--- src/rtl/pad_input_conditioner.sv ---
// Pad input conditioner: per-pad synchronizer, glitch filter, edge pulses.
// A new level is accepted once it differs from io_filt_o for L+1 cycles.
module pad_input_conditioner #(
    parameter int N_IO        = 48,
    parameter int SYNC_STAGES = 2,
    parameter int FILT_W      = 8
) (
    input  logic              clk_i,
    input  logic              rst_i,
    input  logic [N_IO-1:0]   io_in_i,
    input  logic [N_IO-1:0]   filt_en_i,
    input  logic [FILT_W-1:0] filt_len_i,
    output logic [N_IO-1:0]   io_sync_o,
    output logic [N_IO-1:0]   io_filt_o,
    output logic [N_IO-1:0]   rise_o,
    output logic [N_IO-1:0]   fall_o,
    output logic              any_edge_o
);

    logic [SYNC_STAGES-1:0][N_IO-1:0] r_sync;
    logic [N_IO-1:0][FILT_W-1:0]      r_cnt;
    logic [N_IO-1:0][FILT_W-1:0]      w_cnt_nxt;
    logic [N_IO-1:0]                  r_filt;
    logic [N_IO-1:0]                  r_rise;
    logic [N_IO-1:0]                  r_fall;
    logic                             r_any;
    logic [N_IO-1:0]                  w_sync;
    logic [N_IO-1:0]                  w_filt_nxt;
    logic [N_IO-1:0]                  w_rise;
    logic [N_IO-1:0]                  w_fall;

    assign w_sync = r_sync[SYNC_STAGES-1];

    always_ff @(posedge clk_i or posedge rst_i) begin
        if (rst_i) begin
            r_sync <= '0;
        end else begin
            r_sync[0] <= io_in_i;
            for (int k = 1; k < SYNC_STAGES; k++) begin
                r_sync[k] <= r_sync[k-1];
            end
        end
    end

    // Counter saturates at L by construction: reaching L accepts.
    always_comb begin
        w_filt_nxt = r_filt;
        w_cnt_nxt  = '0;
        for (int i = 0; i < N_IO; i++) begin
            if (!filt_en_i[i]) begin
                w_filt_nxt[i] = w_sync[i];
            end else if (w_sync[i] != r_filt[i]) begin
                if (r_cnt[i] >= filt_len_i) begin
                    w_filt_nxt[i] = w_sync[i];
                end else begin
                    w_cnt_nxt[i] = r_cnt[i] + FILT_W'(1);
                end
            end
        end
    end

    assign w_rise = w_filt_nxt & ~r_filt;
    assign w_fall = r_filt & ~w_filt_nxt;

    always_ff @(posedge clk_i or posedge rst_i) begin
        if (rst_i) begin
            r_filt <= '0;
            r_cnt  <= '0;
            r_rise <= '0;
            r_fall <= '0;
            r_any  <= 1'b0;
        end else begin
            r_filt <= w_filt_nxt;
            r_cnt  <= w_cnt_nxt;
            r_rise <= w_rise;
            r_fall <= w_fall;
            r_any  <= |(w_rise | w_fall);
        end
    end

    assign io_sync_o  = w_sync;
    assign io_filt_o  = r_filt;
    assign rise_o     = r_rise;
    assign fall_o     = r_fall;
    assign any_edge_o = r_any;

endmodule

--- config.mk ---
export PLATFORM = sky130hd
export DESIGN_NAME = pad_input_conditioner
export DESIGN_NICKNAME = d
export VERILOG_FILES = /design/src/rtl/pad_input_conditioner.sv
export SDC_FILE = /design/constraint.sdc
export NUM_CORES = 2
export LEC_CHECK = 0
export BUFFER_PORTS_ARGS = -buffer_cell sky130_fd_sc_hd__buf_2
export CAP_MARGIN = 5
export CORE_MARGIN = 2
export CORE_UTILIZATION = 55
export DETAILED_ROUTE_END_ITERATION = 12
export MAX_ROUTING_LAYER = met4
export PLACE_DENSITY_LB_ADDON = 0.12
export RECOVER_POWER = 50
export SLEW_MARGIN = 25
export SYNTH_ARGS = -nofsm -noshare
export SYNTH_HDL_FRONTEND = slang
export SYNTH_SLANG_ARGS = --single-unit
--- constraint.sdc ---
create_clock -name clk_i -period 32.5 [get_ports clk_i]
set_input_delay 0 -clock clk_i [delete_from_list [all_inputs] [get_ports clk_i]]
set_output_delay 0 -clock clk_i [all_outputs]
set_load 0.1 [all_outputs]
==> results.cfg <==
[run]
cap_violations = 7

[place]
portBuffers = 298
place_congestion = 0.862
dp_hpwl_um = 56900
dp.cells = 4259
placed_area_um2 = 37500

[timing]
finalClockSkew_ns = 0.0229
setup_viol = 0
hold_viol = 0
rsz0062_at_grt = false
post-route-period-util = 0.350
final_max_slew_viol_count = 510
max_freq_mhz = 88.0
min_period_ns = 11.36
finalSetupTns_ns = 0
worstMarginPinSlew_ns = 5.40
relSlewSlack = -2.60

[clocking]
cts_tree = yes
cts_sinks = 625
cts-root-buf = clkbuf_16
path_clk_slew_ns = 0.05
htree_levels = 3
clk_path_buf_depth = 3
postCtsSetupBuffers = 0
numCtsBuffers = 73
clk_latency_ns = 0.61

[yosys]
synthMuxAreaShare = 0.0152
netlist_instances = 3147
syn_area_um2 = 35100
synth_xor_area_frac = 0.0838
synth-seq-cells = 625
ys.flop_type = dfrtp_1
yosysWarnings = 0
synth_cell_types = 41
yosys.area_share.simple = 0.153
syn_avg_cell_area_um2 = 11.2
synth_nets = 3781
yosys.area_share.adder = 0.188
ys_seq_area_frac = 0.445
async_reset_ff_frac = 1.00
synth_compound_area_frac = 0.0881
synth_enable_flop_cells = 0
synth_top_family_by_area = adder cells

[grt]
grt_max_degree = 173
grt_pass1_wl_um = 136000
grt-ovfl-total = 0
grt_pass1_vias = 26500
antenna_found_initial = 2
track_usage = 0.262

[critical_path]
start_kind = primary input
crit_family = buffers and inverters
crit_top_cell = clkbuf_1
cp_slowest_cell = clkbuf_1
crit_required_ns = 31.91
crit_type = in2async
critical_path.max_fanout = 104
crit_chain = dlygate4sd3_1 > buf_2 > clkinvlp_2 > clkbuf_1 > clkbuf_1 > clkbuf_1
critPathArrivalTime_ns = 10.77
path_buf_inv = 6
max_stage_delay_ns = 3.95
endpoint_kind = async pin

[power_and_ir_drop]
peakVddDrop_uv = 42.2
report.power.total_uw = 2050
p_per_area_nw_per_um2 = 50.4
p_leak_uw = 0.0203

[routing]
routed_wl_um = 83200
drc = 0
viasPerCell = 5.70
dr.pass1.iters = 5
avgRoutedWirePerCell_um = 18.5
drt_iter0_drc = 1245
num_vias = 25600
ant_nets = 0

[finish]
post-route-util = 0.646
drive_gt1_frac = 0.0831
fin_cells = 4495
fin_nets = 4230
area_delta_synth_final_pct = 16.0
postLayoutCellArea_um2 = 40700

[die]
start_util = 0.557
ioPinCount = 299
die_x_um = 257
fp.coreArea_um2 = 63100
die_area_um2 = 65900
dieHeight_um = 257
num_rows = 92

[hold_path]
holdCritPathClass = in2reg

[status]
status = complete, but fails checks
violations = capacitance limit, slew limit
-- flip-flops by register name, indices dropped and copies added (netlist names) --
| name | count |
|---|---|
| r_cnt | 384 |
| fall_o | 48 |
| io_filt_o | 48 |
| io_sync_o | 48 |
| r_sync | 48 |
| rise_o | 48 |
| any_edge_o | 1 |
-- synth_stat cells, types with 3 or more instances --
| library cell | count | area [um2] |
|---|---|---|
| o211a_1 | 23 | 230 |
| xor2_1 | 279 | 2440 |
| nor3b_1 | 23 | 173 |
| mux2_1 | 5 | 56.3 |
| a2111oi_4 | 5 | 138 |
| buf_4 | 48 | 360 |
| o31ai_1 | 51 | 383 |
| nor2b_1 | 23 | 144 |
| dfrtp_1 | 625 | 15600 |
| a2111oi_0 | 6 | 52.6 |
| o311ai_1 | 12 | 105 |
| o21a_1 | 25 | 188 |
| o311ai_2 | 5 | 81.3 |
| a2111oi_1 | 14 | 140 |
| mux2_2 | 19 | 214 |
| nand2b_1 | 77 | 482 |
| nand4_1 | 37 | 231 |
| ha_1 | 528 | 6610 |
| and4_1 | 24 | 210 |
| o21ai_0 | 25 | 125 |
| o211ai_1 | 25 | 188 |
| nor4_1 | 3 | 18.8 |
| nor2_1 | 224 | 841 |
| nand2_1 | 71 | 267 |
| a21o_1 | 94 | 706 |
| and3_1 | 141 | 882 |
| nor3_1 | 161 | 806 |
| xnor2_1 | 57 | 499 |
| inv_1 | 148 | 556 |
| a221oi_1 | 23 | 201 |
| mux2i_1 | 25 | 250 |
| a2111oi_2 | 25 | 375 |
| nand3_1 | 258 | 1290 |
| a21oi_1 | 23 | 115 |
| a211oi_1 | 6 | 45.0 |
-- metrics by stage --
step                setup slack, ns  hold slack, ns
floorplan                     15.00          0.0314
CTS                           28.53        0.000948
global placement              27.89           0.107
detailed placement            27.89           0.109
global route                  18.63          0.0212
finish                        21.14          0.0255
-- cell families after synthesis --
kind of cell    Yosys count
xor+xnor                336
fa+ha+maj               528
flops                   625
compound gates          365
buf+inv                 196
mux                      50
simple gates           1047
-- what timing repair did --
item,in CTS,in global routing
resized for setup,0,0
hold buffers,106,0
endpoints found under the setup margin,0,0
endpoints found under the hold margin,491,0
-- cell usage in the layout (no fill, tap or decap), drive strengths merged, types with 57 or more instances in the layout --
cell type    synthesis  final
nor2               224    224
nor3               161    161
nand3              258    258
and3               141    141
nand2               71     71
xnor2               57     57
clkbuf               0    305
dlygate4sd3          0    106
inv                148    150
dfrtp              625    625
buf                 48    115
ha                 528    528
nand2b              77     77
a21o                94     94
xor2               279    279
-- per-layer routing --
layer | track usage | up-vias | share of wire
li1 | - | 12300 | -
met1 | 0.334 | 12700 | 0.44
met2 | 0.438 | 474 | 0.49
met3 | 0.0337 | 143 | 0.038
met4 | 0.0753 | 0 | 0.025
met5 | - | - | 0
-- layout make-up --
type                    count  area, um2
well taps                 846       1060
clock buffers             104       2150
fillers                  5119      22400
diodes                      1       2.50
inverters                 148        557
multi-input cells        2326      18600
clock inverters            23        287
flip-flops and latches    625      15600
repair buffers            422       2420
-- worst paths after layout --
kind	startpoint	endpoint	cells after the start	slack, ns
setup reg to reg	r_cnt[248]	any_edge_o	10	28.72
hold / removal	filt_en_i[0]	r_cnt[1]	5	0.03
max in group clk_i	filt_len_i[0]	any_edge_o	11	27.82
setup / recovery	rst_i	r_sync[43]	6	21.14
hold reg to reg	r_sync[6]	io_sync_o[6]	0	0.34
min in group asynchronous	rst_i	rise_o[15]	3	1.29
-- worst register-to-register path, delay by kind of cell (launching register included) --
kind,cells,cell delay [ns]
muxes,1,0.37
adders and majority gates,2,0.67
DFF,1,0.50
AOI/OAI and AO/OA,2,0.70
buffers and inverters,1,0.10
and+or+nand+nor,4,1.30
-- power by group --
part	total, uW	switching [uW]	internal, uW
Clock	830	324	506
Sequential	851	37.6	813
Combinational	371	284	86.8
Total	2050	646	1410
(Power assumes the default switching activity.)
